==> config.mk <==
export PLATFORM = sky130hd
export DESIGN_NAME = aes_enc_round_ctrl
export DESIGN_NICKNAME = d
export VERILOG_FILES = /design/src/rtl/aes_pkg.sv /design/src/rtl/aes_enc_round.sv /design/src/rtl/aes_enc_round_ctrl.sv
export SDC_FILE = /design/constraint.sdc
export NUM_CORES = 2
export LEC_CHECK = 0
export BUFFER_PORTS_ARGS = -buffer_cell sky130_fd_sc_hd__buf_2
export CELL_PAD_IN_SITES_DETAIL_PLACEMENT = 1
export CELL_PAD_IN_SITES_GLOBAL_PLACEMENT = 1
export CORE_MARGIN = 1
export CORE_UTILIZATION = 30
export DETAILED_ROUTE_END_ITERATION = 6
export GPL_TIMING_DRIVEN = 0
export PLACE_DENSITY_LB_ADDON = 0.3
export SETUP_SLACK_MARGIN = 0.4
export SKIP_LAST_GASP = 1
export SLEW_MARGIN = 20
export SYNTH_ARGS = -nofsm -noshare
export SYNTH_HDL_FRONTEND = slang
export SYNTH_HIERARCHICAL = 1
export SYNTH_SLANG_ARGS = --single-unit
==> constraint.sdc <==
create_clock -name i_Clk -period 11.26 [get_ports i_Clk]
set_input_delay 2.252 -clock i_Clk [delete_from_list [all_inputs] [get_ports i_Clk]]
set_output_delay 2.252 -clock i_Clk [all_outputs]
set_load 0.01 [all_outputs]
==> src/rtl/aes_pkg.sv <==
// Shared AES definitions: controller state encoding, block/round constants and
// the byte-level S-box and xtime helpers used by the round datapath.
package aes_pkg;

  typedef enum logic [1:0] {
    StIdle  = 2'd0,
    StRound = 2'd1,
    StFinal = 2'd2,
    StDone  = 2'd3
  } aes_state_e;

  localparam int unsigned AES_BLK_W  = 128;
  localparam int unsigned AES_NR_128 = 10;
  localparam int unsigned AES_NR_192 = 12;
  localparam int unsigned AES_NR_256 = 14;

  // Entry for input byte 0 sits in the top byte.
  localparam logic [2047:0] SBOX_TABLE = {
    128'h637c777bf26b6fc53001672bfed7ab76, 128'hca82c97dfa5947f0add4a2af9ca472c0,
    128'hb7fd9326363ff7cc34a5e5f171d83115, 128'h04c723c31896059a071280e2eb27b275,
    128'h09832c1a1b6e5aa0523bd6b329e32f84, 128'h53d100ed20fcb15b6acbbe394a4c58cf,
    128'hd0efaafb434d338545f9027f503c9fa8, 128'h51a3408f929d38f5bcb6da2110fff3d2,
    128'hcd0c13ec5f974417c4a77e3d645d1973, 128'h60814fdc222a908846eeb814de5e0bdb,
    128'he0323a0a4906245cc2d3ac629195e479, 128'he7c8376d8dd54ea96c56f4ea657aae08,
    128'hba78252e1ca6b4c6e8dd741f4bbd8b8a, 128'h703eb5664803f60e613557b986c11d9e,
    128'he1f8981169d98e949b1e87e9ce5528df, 128'h8ca1890dbfe6426841992d0fb054bb16
  };

  function automatic logic [7:0] sbox(input logic [7:0] x);
    logic [10:0] base;
    base = {~x, 3'b000};
    return SBOX_TABLE[base +: 8];
  endfunction

  function automatic logic [7:0] xtime(input logic [7:0] b);
    return {b[6:0], 1'b0} ^ (b[7] ? 8'h1b : 8'h00);
  endfunction

endpackage

==> src/rtl/aes_enc_round.sv <==
// Combinational AES encryption round: SubBytes, ShiftRows, optional MixColumns,
// AddRoundKey. final_i bypasses MixColumns for the last round.
module aes_enc_round
  import aes_pkg::*;
(
  input  logic [AES_BLK_W-1:0] state_i,
  input  logic [AES_BLK_W-1:0] key_i,
  input  logic                 final_i,
  output logic [AES_BLK_W-1:0] state_o
);

  // Byte i is column i/4, row i%4.
  logic [7:0] sb [16];
  logic [7:0] sr [16];
  logic [7:0] mc [16];

  always_comb begin
    for (int i = 0; i < 16; i++) begin
      sb[i] = sbox(state_i[127-8*i -: 8]);
    end
  end

  always_comb begin
    for (int c = 0; c < 4; c++) begin
      for (int r = 0; r < 4; r++) begin
        sr[4*c+r] = sb[4*((c+r)%4)+r];
      end
    end
  end

  always_comb begin
    for (int c = 0; c < 4; c++) begin
      mc[4*c+0] = xtime(sr[4*c]) ^ xtime(sr[4*c+1]) ^ sr[4*c+1] ^ sr[4*c+2] ^ sr[4*c+3];
      mc[4*c+1] = sr[4*c] ^ xtime(sr[4*c+1]) ^ xtime(sr[4*c+2]) ^ sr[4*c+2] ^ sr[4*c+3];
      mc[4*c+2] = sr[4*c] ^ sr[4*c+1] ^ xtime(sr[4*c+2]) ^ xtime(sr[4*c+3]) ^ sr[4*c+3];
      mc[4*c+3] = xtime(sr[4*c]) ^ sr[4*c] ^ sr[4*c+1] ^ sr[4*c+2] ^ xtime(sr[4*c+3]);
    end
  end

  always_comb begin
    state_o = '0;
    for (int i = 0; i < 16; i++) begin
      state_o[127-8*i -: 8] = (final_i ? sr[i] : mc[i]) ^ key_i[127-8*i -: 8];
    end
  end

endmodule

==> src/rtl/aes_enc_round_ctrl.sv <==
// Iterative AES encryption sequencer: owns the state register, steps the shared
// round datapath once per clock and handshakes plaintext in / ciphertext out.
module aes_enc_round_ctrl
  import aes_pkg::*;
#(
  parameter int unsigned NR     = AES_NR_128,
  parameter int unsigned KIDX_W = 4
) (
  input  logic                 i_Clk,
  input  logic                 i_Rst_n,
  input  logic [AES_BLK_W-1:0] i_Din,
  input  logic                 i_Valid,
  output logic                 o_Ready,
  output logic [KIDX_W-1:0]    o_Key_Idx,
  input  logic [AES_BLK_W-1:0] i_Round_Key,
  input  logic                 i_Key_Ready,
  output logic [AES_BLK_W-1:0] o_Dout,
  output logic                 o_Valid,
  input  logic                 i_Ready,
  output logic                 o_Busy
);

  aes_state_e             st_q, st_d;
  logic [KIDX_W-1:0]      rnd_q, rnd_d;
  logic [AES_BLK_W-1:0]   state_q, state_d;
  logic [AES_BLK_W-1:0]   round_out;
  logic                   accept;

  aes_enc_round u_round (
    .state_i (state_q),
    .key_i   (i_Round_Key),
    .final_i (st_q == StFinal),
    .state_o (round_out)
  );

  assign o_Ready = i_Key_Ready && ((st_q == StIdle) || ((st_q == StDone) && i_Ready));
  assign accept  = i_Valid && o_Ready;
  assign o_Valid = (st_q == StDone);
  assign o_Busy  = (st_q == StRound) || (st_q == StFinal);
  assign o_Dout  = o_Valid ? state_q : '0;

  // Key index is decoded from registered state only, so the key store sees no glitches.
  always_comb begin
    o_Key_Idx = '0;
    unique case (st_q)
      StRound: o_Key_Idx = rnd_q;
      StFinal: o_Key_Idx = KIDX_W'(NR);
      default: o_Key_Idx = '0;
    endcase
  end

  always_comb begin
    st_d    = st_q;
    rnd_d   = rnd_q;
    state_d = state_q;
    unique case (st_q)
      StIdle: begin
        if (accept) begin
          state_d = i_Din ^ i_Round_Key;
          rnd_d   = KIDX_W'(1);
          st_d    = StRound;
        end
      end
      StRound: begin
        state_d = round_out;
        rnd_d   = rnd_q + 1'b1;
        if (rnd_q == KIDX_W'(NR - 1)) st_d = StFinal;
      end
      StFinal: begin
        state_d = round_out;
        st_d    = StDone;
      end
      StDone: begin
        if (accept) begin
          state_d = i_Din ^ i_Round_Key;
          rnd_d   = KIDX_W'(1);
          st_d    = StRound;
        end else if (i_Ready) begin
          rnd_d = '0;
          st_d  = StIdle;
        end
      end
      default: st_d = StIdle;
    endcase
  end

  always_ff @(posedge i_Clk or negedge i_Rst_n) begin
    if (!i_Rst_n) begin
      st_q    <= StIdle;
      rnd_q   <= '0;
      state_q <= '0;
    end else begin
      st_q    <= st_d;
      rnd_q   <= rnd_d;
      state_q <= state_d;
    end
  end

endmodule
==> impl_results.md <==
* Run status: finished, violations left
* Violated checks: design-rule violations
* CTS resizes at 0
* Multi-input combinational cell area at between 50000 and 60000 µm²
* Max Cap Viol at 0
* Leading post-synthesis cells by cell area: xnor2_1, a21oi_1, o21ai_0
* Placer Congestion at 1.16
* Area growth syn-to-layout at 10.1%
* Via Count at 101000
* Die area at ~230000 µm²
* Detailed Place HPWL at 426000 µm
* Grt total ovfl at 0
* Hold crit path type: reg -> reg
* Most used standard cell by instance count after synthesis: nand2_1
* Met1 usage at 56.3%
* Final net count at 11200
* Met3 usage at between 10% and 20%
* Met2 usage in global routing at 68.8%
* Crit Path Max Fanout at 13
* Area occupied by registers at 3350 µm²
* Clock Tree Buf Depth at 2
* CP Launch Type: register
* Share of the synthesized area in the top cell type at 6.97%
* Num CTS Buffers at 17
* Post-Route WL at 566000 µm
* Simple-Gate Fraction of Synth Area at 26.9%
* Worst Path Required at 11.64 ns
* Final setup vio count at 0
* Largest net degree at the start of global routing at 71
* CTS Sinks at 134
* H-tree depth at 4
* Post-synthesis mux area share at between 6 and 7%
* Xor and xnor area share after synthesis at 9.62%
* Reg clk slew, reported paths at roughly 0.08 ns
* Number of global-route vias before repair at slightly below 100k
* Slew headroom at a little over an eighth
* Max Clk Rate at 0.126 GHz
* Fin crit share at 70.4%
* Setup TNS at 0 ns
* Root buf cell: clkbuf_16
* Async S/R FF share, synth at 100%
* Synthesized area at ~68000 µm²
* TritonCTS clock tree: yes
* Fin Clk Skew at 0.0245 ns
* Fill cells at 29000
* Critical path arrival at 8.31 ns
* Synth unique cells at 124
* Antenna-violating nets left at 0
* Seq/Total Area, Yosys at 4.95%
* DRT iter0 DRCs at roughly 18000
* Worst-Skew Late Latency at between 0.5 and 0.6 ns
* Synth Flop Type: dfrtp_1
* Vias per cell at 7.36
* Final hold vios at 0
* Synth Warn # at 6
* Chip width at approximately 480 µm
* Initial core utilization at 30.2%
* Share of post-route cells with drive strength above 1 at 13.4%
* Die outline height at approximately 480 µm
* Global Route Usage Sum at a little under half
* Worst setup EP type: register
* EDFF count, synth at 0
* Drt wl/cell at ~40 µm
* Slew Viols, Final at 0
* Post-Synth Adder-Cell Area at under 10%
* Seq cells post-synth at approximately 130
* Synth cell count leaders: nand2_1, a21oi_1, o21ai_0, nor2_1, clkbuf_1
* Compound-Gate Fraction of Synth Area at 39.2%
* DRC at 3
* First-pass GRT wire length at approximately 800000 µm
* Fin crit period at 7.93 ns
* I/O pins at 396
* Post-CTS Hold Buffers at 0
* Main combinational cell family by area after synthesis: compound AO/OA/AOI/OAI gates
* Rows at 174
* Worst Max-Slew Pin Slew at roughly 1.3 ns
* Top cell type by total area after synthesis: xnor2_1
* RSZ-0062 raised after global routing: false
* Port bufs at approximately 400
* Antenna violations before repair at 27
* Syn Area/Cell at 6.57 µm²
* GRT busiest layer: met2
* Post-CTS setup buffers at 0
* Cell count after synthesis at 10300
* Total core area at around 220000 µm²
* DR pass1 iterations at 7
* Post-Syn Nets at 10800
* Critical path class: reg -> reg
## metal layers
metal  share of wire, %  vias to the layer above  wire (µm)
li1                   -                    39400          -
met1                 36                    49200     204000
met2                 40                     9845     229000
met3                 14                     2928      77300
met4                9.8                       26      55500
met5              0.036                        -        203
## registers in the layout, summed over array words and instances (netlist names)
name,flops
state_q,128
rnd_q,4
st_q,2
## through the flow
stage / utilization [%] / instance area (µm²) / std cells / hold WS [ns] / setup slack, ns
floorplan: - / 67800 / 10300 / 0.521 / 6.21
global placement: 32.7 / 73500 / 13700 / 0.554 / 2.72
detailed placement: 32.9 / 74000 / 13700 / 0.575 / 3.72
CTS: 33.2 / 74500 / 13800 / 0.598 / 3.71
global route: 33.2 / 74600 / 13800 / 0.628 / 3.48
finish: 33.2 / 74600 / 13800 / 0.599 / 3.33
## cell usage in the layout, fill, tap and decap left out, types with 174 or more instances in the layout
master | netlist | routed
nand2_1 | 962 | 962
a21oi_1 | 872 | 872
buf_2 | 408 | 806
o21ai_0 | 783 | 780
nor2_1 | 621 | 618
clkbuf_1 | 565 | 557
xnor2_1 | 539 | 537
nor3_1 | 471 | 470
nand3_1 | 326 | 326
nand2b_1 | 324 | 324
nor2b_1 | 298 | 297
ha_1 | 232 | 232
a211oi_1 | 229 | 227
a31oi_1 | 224 | 221
and2_1 | 213 | 213
o211ai_1 | 199 | 199
a311oi_1 | 183 | 183
xor2_1 | 174 | 174
## cells by family (layout without fill, tap and decap cells)
group | count (synthesis) | count (layout)
xor gates and xnor gates | 729 | 729
DFF | 134 | 134
and+or+nand+nor | 3665 | 3665
other | 0 | 18
AOI/OAI and AO/OA | 3937 | 3937
buffers and inverters | 1345 | 1796
adders and majority gates | 233 | 233
muxes | 272 | 272
## critical path, stage by stage, from the launching register on
cell and delay (ns):
dfrtp_1 0.82, clkbuf_1 0.56, clkbuf_1 0.61, inv_1 0.48, ha_1 0.50, clkbuf_1 0.62
inv_1 0.19, mux4_2 0.52, o211a_1 0.23, o41ai_1 0.77, o21ai_0 0.14, o21bai_1 0.32
xnor2_1 0.21, xnor2_1 0.16, xnor2_1 0.70, o21ai_1 0.46, xor2_1 0.26, nand2_1 0.10
o21ai_1 0.08
## worst paths after layout
check                                          from                       end  slack (ns)  cells past startpoint
max in group asynchronous                   i_Rst_n   state_q[47]$_DFFE_PN0P_        8.58                      2
min reg2reg                state_q[107]$_DFFE_PN0P_  state_q[107]$_DFFE_PN0P_        0.60                      2
min                        state_q[107]$_DFFE_PN0P_  state_q[107]$_DFFE_PN0P_        0.60                      2
max reg2reg                  state_q[9]$_DFFE_PN0P_   state_q[65]$_DFFE_PN0P_        3.33                     18
min in group asynchronous                   i_Rst_n  state_q[102]$_DFFE_PN0P_        1.64                      1
max                          state_q[9]$_DFFE_PN0P_   state_q[65]$_DFFE_PN0P_        3.33                     18
## layout make-up
class                   count  share of cell area, %
inverters                 187                  0.941
clock inverters            14                  0.139
multi-input cells        8836                   78.5
plain buffers            1158                   7.21
flip-flops and latches    134                   4.49
clock buffers              18                  0.575
well taps                2992                   5.02
repair buffers            419                   3.11
diodes                     18                 0.0604
Power is left out: the tool's default activity adds up to more than one toggle a clock period on the data nets, which glitch-free logic cannot reach.
